===== src/rtl/mio_cli_pkg.sv =====
// rtl/mio_cli_pkg.sv - opcode/state types, opcode constants and parity helper for the mio_cli responder
package mio_cli_pkg;

    localparam logic [1:0] MIO_CLI_OP_NOP     = 2'd0;
    localparam logic [1:0] MIO_CLI_OP_READ    = 2'd1;
    localparam logic [1:0] MIO_CLI_OP_WRITE   = 2'd2;
    localparam logic [1:0] MIO_CLI_OP_ILLEGAL = 2'd3;

    // Widest command vector the parity helper accepts; narrower vectors are zero-extended,
    // which does not change their parity.
    localparam int MIO_CLI_PAR_MAX_W = 256;

    typedef enum logic [1:0] {
        OP_NOP     = MIO_CLI_OP_NOP,
        OP_READ    = MIO_CLI_OP_READ,
        OP_WRITE   = MIO_CLI_OP_WRITE,
        OP_ILLEGAL = MIO_CLI_OP_ILLEGAL
    } opcode_t;

    typedef enum logic [1:0] {
        IDLE = 2'd0,
        WAIT = 2'd1,
        RESP = 2'd2
    } state_t;

    // Even parity: the returned bit makes the total number of ones even.
    function automatic logic mio_cli_parity(input logic [MIO_CLI_PAR_MAX_W-1:0] bits);
        return ^bits;
    endfunction

endpackage


===== src/rtl/uvma_mio_cli_rsp_regfile.sv =====
// rtl/uvma_mio_cli_rsp_regfile.sv - NUM_REGS x DATA_WIDTH register file, sync write, comb read, sync clear
module uvma_mio_cli_rsp_regfile #(
    parameter int DATA_WIDTH = 32,
    parameter int ADDR_WIDTH = 4,
    parameter int NUM_REGS   = 16
) (
    input  logic                  clk,
    input  logic                  reset,
    input  logic                  we_i,
    input  logic [ADDR_WIDTH-1:0] addr_i,
    input  logic [DATA_WIDTH-1:0] wdata_i,
    output logic [DATA_WIDTH-1:0] rdata_o
);

    localparam logic [ADDR_WIDTH:0] NUM_REGS_W = (ADDR_WIDTH+1)'(NUM_REGS);

    logic [DATA_WIDTH-1:0] mem_q [NUM_REGS];
    logic                  addr_ok;

    // Unimplemented indices read as zero; the caller never writes them.
    assign addr_ok = {1'b0, addr_i} < NUM_REGS_W;

    // Storage: cleared on reset, written when enabled.
    always_ff @(posedge clk) begin
        if (reset) begin
            for (int i = 0; i < NUM_REGS; i++) begin
                mem_q[i] <= '0;
            end
        end else if (we_i && addr_ok) begin
            mem_q[addr_i] <= wdata_i;
        end
    end

    // Combinational read port.
    always_comb begin
        rdata_o = '0;
        if (addr_ok) begin
            rdata_o = mem_q[addr_i];
        end
    end

endmodule


===== src/rtl/uvma_mio_cli_rsp.sv =====
// rtl/uvma_mio_cli_rsp.sv - mio_cli responder: FSM, latency counter, regfile access; option MIO_CLI_RSP_PARITY_EN
module uvma_mio_cli_rsp
    import mio_cli_pkg::*;
#(
    parameter int DATA_WIDTH  = 32,
    parameter int ADDR_WIDTH  = 4,
    parameter int NUM_REGS    = 16,
    parameter int RSP_LATENCY = 2
) (
    input  logic                  clk,
    input  logic                  reset,
    input  logic                  req_valid,
    output logic                  req_ready,
    input  logic [1:0]            req_opcode,
    input  logic [ADDR_WIDTH-1:0] req_addr,
    input  logic [DATA_WIDTH-1:0] req_wdata,
`ifdef MIO_CLI_RSP_PARITY_EN
    input  logic                  req_parity,
`endif
    output logic                  rsp_valid,
    input  logic                  rsp_ready,
    output logic [DATA_WIDTH-1:0] rsp_rdata,
    output logic                  rsp_err
);

    localparam logic [ADDR_WIDTH:0] NUM_REGS_W = (ADDR_WIDTH+1)'(NUM_REGS);
    // WAIT lasts RSP_LATENCY cycles, so the counter starts one below the latency.
    localparam logic [7:0] LAT_INIT = (RSP_LATENCY == 0) ? 8'd0 : 8'(RSP_LATENCY - 1);

    state_t                state_q, state_d;
    logic [7:0]            cnt_q, cnt_d;
    logic [DATA_WIDTH-1:0] rdata_q, rdata_d;
    logic                  err_q, err_d;

    opcode_t               op;
    logic                  accept;
    logic                  rsp_hs;
    logic                  addr_oob;
    logic                  par_err;
    logic                  cmd_err;
    logic                  wr_en;
    logic [DATA_WIDTH-1:0] rf_rdata;

    assign op       = opcode_t'(req_opcode);
    assign accept   = req_valid & req_ready;
    assign rsp_hs   = rsp_valid & rsp_ready;
    assign addr_oob = {1'b0, req_addr} >= NUM_REGS_W;

`ifdef MIO_CLI_RSP_PARITY_EN
    assign par_err = req_parity != mio_cli_parity(MIO_CLI_PAR_MAX_W'({req_opcode, req_addr, req_wdata}));
`else
    assign par_err = 1'b0;
`endif

    // Classify the presented command; an erroring command never touches state.
    always_comb begin
        cmd_err = 1'b0;
        case (op)
            OP_NOP:            cmd_err = par_err;
            OP_READ, OP_WRITE: cmd_err = addr_oob | par_err;
            default:           cmd_err = 1'b1;
        endcase
    end

    // WRITE commits on the accept edge; READ sees the pre-edge contents.
    assign wr_en = accept && (op == OP_WRITE) && !cmd_err;

    uvma_mio_cli_rsp_regfile #(
        .DATA_WIDTH (DATA_WIDTH),
        .ADDR_WIDTH (ADDR_WIDTH),
        .NUM_REGS   (NUM_REGS)
    ) u_regfile (
        .clk     (clk),
        .reset   (reset),
        .we_i    (wr_en),
        .addr_i  (req_addr),
        .wdata_i (req_wdata),
        .rdata_o (rf_rdata)
    );

    // FSM state register.
    always_ff @(posedge clk) begin
        if (reset) begin
            state_q <= IDLE;
        end else begin
            state_q <= state_d;
        end
    end

    // FSM next state: IDLE -> WAIT -> RESP -> IDLE, WAIT skipped at zero latency.
    always_comb begin
        state_d = state_q;
        case (state_q)
            IDLE: begin
                if (accept) begin
                    state_d = (RSP_LATENCY == 0) ? RESP : WAIT;
                end
            end
            WAIT: begin
                if (cnt_q == 8'd0) begin
                    state_d = RESP;
                end
            end
            RESP: begin
                if (rsp_hs) begin
                    state_d = IDLE;
                end
            end
            default: state_d = IDLE;
        endcase
    end

    // FSM outputs: ready only in IDLE out of reset, response gated to RESP.
    always_comb begin
        req_ready = (state_q == IDLE) && !reset;
        rsp_valid = (state_q == RESP);
        rsp_rdata = rsp_valid ? rdata_q : '0;
        rsp_err   = rsp_valid & err_q;
    end

    // Next values for the latency counter and the captured response.
    always_comb begin
        cnt_d   = cnt_q;
        rdata_d = rdata_q;
        err_d   = err_q;
        if (accept) begin
            cnt_d   = LAT_INIT;
            err_d   = cmd_err;
            rdata_d = ((op == OP_READ) && !cmd_err) ? rf_rdata : '0;
        end else if ((state_q == WAIT) && (cnt_q != 8'd0)) begin
            cnt_d = cnt_q - 8'd1;
        end
    end

    // Latency counter and response registers.
    always_ff @(posedge clk) begin
        if (reset) begin
            cnt_q   <= 8'd0;
            rdata_q <= '0;
            err_q   <= 1'b0;
        end else begin
            cnt_q   <= cnt_d;
            rdata_q <= rdata_d;
            err_q   <= err_d;
        end
    end

endmodule


===== config.mk =====
export PLATFORM = sky130hd
export DESIGN_NAME = uvma_mio_cli_rsp
export DESIGN_NICKNAME = d
export VERILOG_FILES = /design/src/rtl/mio_cli_pkg.sv /design/src/rtl/uvma_mio_cli_rsp_regfile.sv /design/src/rtl/uvma_mio_cli_rsp.sv
export SDC_FILE = /design/constraint.sdc
export NUM_CORES = 1
export LEC_CHECK = 0
export CAP_MARGIN = 0
export CORE_ASPECT_RATIO = 1.25
export CORE_MARGIN = 1.5
export CORE_UTILIZATION = 55
export CTS_CLUSTER_SIZE = 16
export DETAILED_ROUTE_END_ITERATION = 8
export PLACE_DENSITY = 0.77
export REMOVE_ABC_BUFFERS = 1
export SYNTH_ARGS = -nofsm -noshare
export SYNTH_HDL_FRONTEND = slang
export SYNTH_HIERARCHICAL = 1
export SYNTH_SLANG_ARGS = --single-unit
export TNS_END_PERCENT = 20

===== constraint.sdc =====
create_clock -name clk -period 3.5 [get_ports clk]
set_input_delay 0.525 -clock clk [delete_from_list [all_inputs] [get_ports clk]]
set_output_delay 0.525 -clock clk [all_outputs]
set_load 0.01 [all_outputs]

======== Word level (Yosys, flattened, before mapping) ========
Memory sizes are Yosys's and may differ from the RTL's.
Cells that the tools add are included.
storage, ports and cells
  output and inout port bits .............. 35
  flip-flop bits (word level) ............. 43
  logic and storage cells ................. 49
  RAM bits ................................ 512
  memories kept ........................... 1
memory list
  memory           depth  bits a word  read ports  clocked after Yosys merged registers in  write ports  RTL line                        source
  u_regfile.mem_q  16     32           1           0                                        16           uvma_mio_cli_rsp_regfile.sv:17  logic [DATA_WIDTH-1:0] mem_q [NUM_REGS];
operators by class
  equal/unequal tests ..................... 7
  mux-type cells .......................... 17
  reductions and logical operators ........ 15
  bitwise gates (word level) .............. 3
  add/sub/neg operators ................... 1
operators by type and width
  kind                                              count
  two-way mux 32 bit                                3
  OR reduction 32 bit                               1
  two-way mux 1 bit                                 9
  logical NOT 8 bit                                 1
  nonzero test 8 bit                                1
  subtractor 8 x 1 -> 8 bit, second input constant  1
  two-way mux 2 bit                                 3
  case mux 2 bit (3 select lines)                   1
  logical AND 1 bit                                 5
  == test 2 x 1 -> 1 bit, second input constant     2
  == test 2 bit, second input constant              2
  logical NOT 2 bit                                 2
  two-way mux 4 bit                                 1
  != test 2 bit, second input constant              2
  bitwise AND 1 bit                                 3
  AND reduction 3 bit                               1
  OR reduction 3 bit                                1
  != test 2 x 1 -> 1 bit, second input constant     1
  nonzero test 2 bit                                1
  OR reduction 2 bit                                1
  logical NOT 1 bit                                 1

======== Depth between registers and ports, before layout ========
  depth in word-level cells ............... 10
  depth in mapped cells ................... 7
  depth with buffers taken out ............ 6

======== By module ========
Netlist, hierarchy kept.
modules (own cells, without submodules)
  module                    area an instance (µm²)  cells an instance  instances
  uvma_mio_cli_rsp_regfile  22879.4                 1418               1
  uvma_mio_cli_rsp          1788.0                  173                1

======== Worst setup path after synthesis ========
No wires, ideal clock.
  path kind ............................... input to register
  start ................................... input port reset
  end ..................................... memory u_regfile.mem_q[0][0] (enable)
  library setup time ...................... 375 ps
  slack ................................... 669 ps
  arrival ................................. 2456 ps
  stages on the path ...................... 6
  path buffers ............................ 0
  data required time ...................... 3125 ps
  path through ............................ nor3_2 > nand2_1 > nor3b_1 > or4b_4 > nor3_4 > or2_2
RTL lines
  item         RTL line                        source
  from (decl)  uvma_mio_cli_rsp.sv:11          input logic reset,
  to (decl)    uvma_mio_cli_rsp_regfile.sv:17

======== Worst setup path after layout ========
  start ................................... register state_q[1]
  end ..................................... output port rsp_rdata[2]
between the ends
  longest elaborated chain between the ends .. 2
ends and longest elaborated chain
  item                    RTL line                 source
  from (decl)             uvma_mio_cli_rsp.sv:30   state_t state_q, state_d;
  from (signal assigned)  uvma_mio_cli_rsp.sv:86   state_q <= state_d;
  == test 2 bit           uvma_mio_cli_rsp.sv:116  rsp_valid = (state_q == RESP);
  two-way mux 32 bit      uvma_mio_cli_rsp.sv:117  rsp_rdata = rsp_valid ? rdata_q : '0;
  to (decl)               uvma_mio_cli_rsp.sv:22   output logic [DATA_WIDTH-1:0] rsp_rdata,
Every way passes these cells.

==> results.py <==
metrics = {
    "outcome": {
        "status": "finished clean",
    },
    "clock_network": {
        "clockBufferDepth": 3,
        "cts_tree": "yes",
        "postCtsHoldBufs": 0,
        "cts.sinks": 555,
        "cts.clk_slew.worst_paths_ps": 60,
        "numCtsBuffers": 52,
        "post-cts-setup-buffers": 0,
        "post_cts_resized": 0,
        "clk_latency_ps": 580,
        "htree_num_levels": 2,
        "ctsRootBufferMaster": "clkbuf_16",
    },
    "global_routing": {
        "grt_use_met3_pct": 4.92,
        "top_usage_layer": "met2",
        "grt_usage_pct": 26.1,
        "met2_usage_pct": 45.0,
        "grt_pass1_vias": 14254,
        "grt_pass1_wl_um": 87700,
        "grt_use_met1_pct": 33.4,
        "grt_overflow": 0,
        "antenna_found_initial": 1,
        "grt_max_degree": 49,
    },
    "floorplanning": {
        "start_util_pct": 55.8,
        "rows": 86,
        "core-area_um2": 44200,
        "pin_count": 77,
        "dieArea_um2": 46100,
        "die_w_um": 192,
        "fp.dieH_um": 240,
    },
    "power_and_ir_drop": {
        "leakage_nw": 10.2,
        "power.density_nw_per_um2": 514,
        "peakVddDrop_mv": 0.437,
    },
    "timing": {
        "setup_viol": 0,
        "rsz0062_at_grt": "false",
        "final_max_slew_viol_count": 0,
        "tightest_slew_ps": 1060,
        "fin_crit_sh_pct": 84.8,
        "period_needed_ps": 2970,
        "max_freq_mhz": 337,
        "timing.setup.tns_ps": 0,
        "finalClockSkew_ps": 26.8,
        "slew_headroom_pct": 29.0,
        "timing_hold_violations_final": 0,
    },
    "critical_path": {
        "worstSetupPathType": "reg2out",
        "crit_required_ps": 2970,
        "cp_max_fo": 20,
        "start_kind": "flip-flop",
        "worstPathArrival_ps": 2440,
        "cp-end-kind": "primary output",
    },
    "synthesis": {
        "syn_inst": 1591,
        "synth_flop_cell": "edfxtp_1",
        "synth-edff-count": 512,
        "synth_seq_cells": 555,
        "synth.yosys.seq_area_share_pct": 65.8,
        "postSynthAreaPerCell_um2": 15.5,
        "synth_warnings": 6,
        "netlist_area_um2": 24700,
        "async_reset_ff_share_pct": 0,
        "synthDistinctLibCells": 46,
    },
    "route": {
        "first_iter_violations": 1193,
        "drc": 0,
        "vias_per_cell": 6.10,
        "routed_wl_um": 58500,
        "vias": 13749,
        "wire_per_inst_um": 25.9,
        "drt_pre_antenna_iters": 5,
        "ant_nets": 0,
    },
    "final_layout": {
        "nNetsFinal": 1681,
        "finalNonFillerCells": 2253,
        "antenna_cells": 0,
        "area_delta_synth_final_pct": 13.3,
        "nFillCells": 3047,
        "drive_gt1_share_pct": 17.9,
    },
    "place": {
        "place.gp.congestion": 0.805,
        "dpl.hpwl_um": 33700,
        "io_buffers": 76,
        "placed_cells": 2155,
    },
    "min_path": {
        "hp-class": "reg2reg",
    },
    "job": {
        "maxCapViolations": 0,
    },
}
==> flip-flops by register name, summed over array words and instances (netlist names) <==
| name | count |
|---|---|
| u_regfile/mem_q | 512 |
| rdata_q | 32 |
| cnt_q | 8 |
| state_q | 2 |
| err_q | 1 |
==> report_power, final <==
group / internal (W) / leakage (nW) / switching (W) / total [W]
clock network: 0.00307 / 0.790 / 0.00236 / 0.00542
registers: 0.00748 / 5.63 / 0.000119 / 0.00760
logic: 0.000550 / 3.75 / 0.000798 / 0.00135
total: 0.0111 / 10.2 / 0.00327 / 0.0144
==> final timing paths <==
check                  start                     end  slack, ps  depth (start not counted)
hold / removal         err_q                   err_q        450                          2
setup reg to reg  state_q[1]  u_regfile/mem_q[2][13]        650                          7
setup / recovery  state_q[1]            rsp_rdata[2]        530                          4
hold reg to reg        err_q                   err_q        450                          2
==> kinds of logic (layout without fill, tap and decap cells) <==
group | after synthesis | count (layout) | synth area share [%]
multiplexers | 128 | 128 | 11.7
adder cells (fa/ha/maj) | 2 | 2 | 0.101
buffers and inverters | 141 | 231 | 2.47
flip-flops | 555 | 555 | 65.8
XOR/XNOR | 4 | 4 | 0.142
AND/OR/NAND/NOR | 651 | 651 | 16.2
AO/OA/AOI/OAI | 110 | 110 | 3.56
==> through the flow <==
step | instance area, um2 | utilization [%] | total power, W | hold slack, ps | setup slack [ps]
after floorplan | 24100 | - | 0.00844 | 421 | -64.8
after global placement | 26300 | 59.5 | 0.00904 | 442 | 194
after detailed placement | 26300 | 59.5 | 0.00909 | 448 | 195
after CTS | 28000 | 63.2 | 0.0144 | 458 | 458
after global routing | 28000 | 63.2 | 0.0148 | 470 | 412
final | 28000 | 63.2 | 0.0144 | 454 | 533
==> cells in the final DEF (no fill, tap or decap), types with 12 or more instances in the layout <==
master / n
a22o_1: 32
a22oi_1: 64
and2_1: 546
buf_12: 22
buf_4: 33
clkbuf_1: 22
clkbuf_16: 54
clkdlybuf4s50_1: 74
dfxtp_1: 43
edfxtp_1: 512
mux4_2: 128
nand2_1: 35
nor2_2: 12
or2_2: 16
==> worst max-delay path: stages (launching register included) <==
cell	delay [ps]
dfxtp_1	410
nor2b_4	460
buf_12	240
and2_1	190
clkdlybuf4s50_1	550
==> cell usage after synthesis, drive strengths merged (2+ instances only) <==
cell type | instances | share of area (%)
a211oi | 2 | 0.10
a21oi | 4 | 0.081
a22o | 32 | 1.1
a22oi | 64 | 1.9
and2 | 547 | 14
buf | 30 | 0.71
clkbuf | 109 | 1.7
dfxtp | 43 | 3.5
edfxtp | 512 | 62
ha | 2 | 0.10
inv | 2 | 0.030
mux4 | 128 | 12
nand2 | 35 | 0.53
nand2b | 2 | 0.051
nand3 | 2 | 0.041
nand4bb | 2 | 0.091
nor2 | 22 | 0.37
nor2b | 4 | 0.10
nor3 | 8 | 0.29
nor3b | 2 | 0.081
o211ai | 3 | 0.091
o21ai | 3 | 0.11
or2 | 17 | 0.43
or4b | 2 | 0.096
xor2 | 4 | 0.14
==> layout make-up <==
type                    count  area [um2]  area share (%)
clock buffers              83        1530            5.47
clock inverters            15         108           0.385
inverters                   2        7.51          0.0269
multi-input cells         895        7910            28.3
flip-flops and latches    555       16200            58.1
well taps                 572         716            2.56
repair buffers            131        1450            5.20
==> metal layers <==
layer	vias to the layer above	wire, um
li1	5953	-
met1	7079	21700
met2	603	30300
met3	114	4890
met4	0	1560
met5	-	0
(Power assumes the default switching activity.)
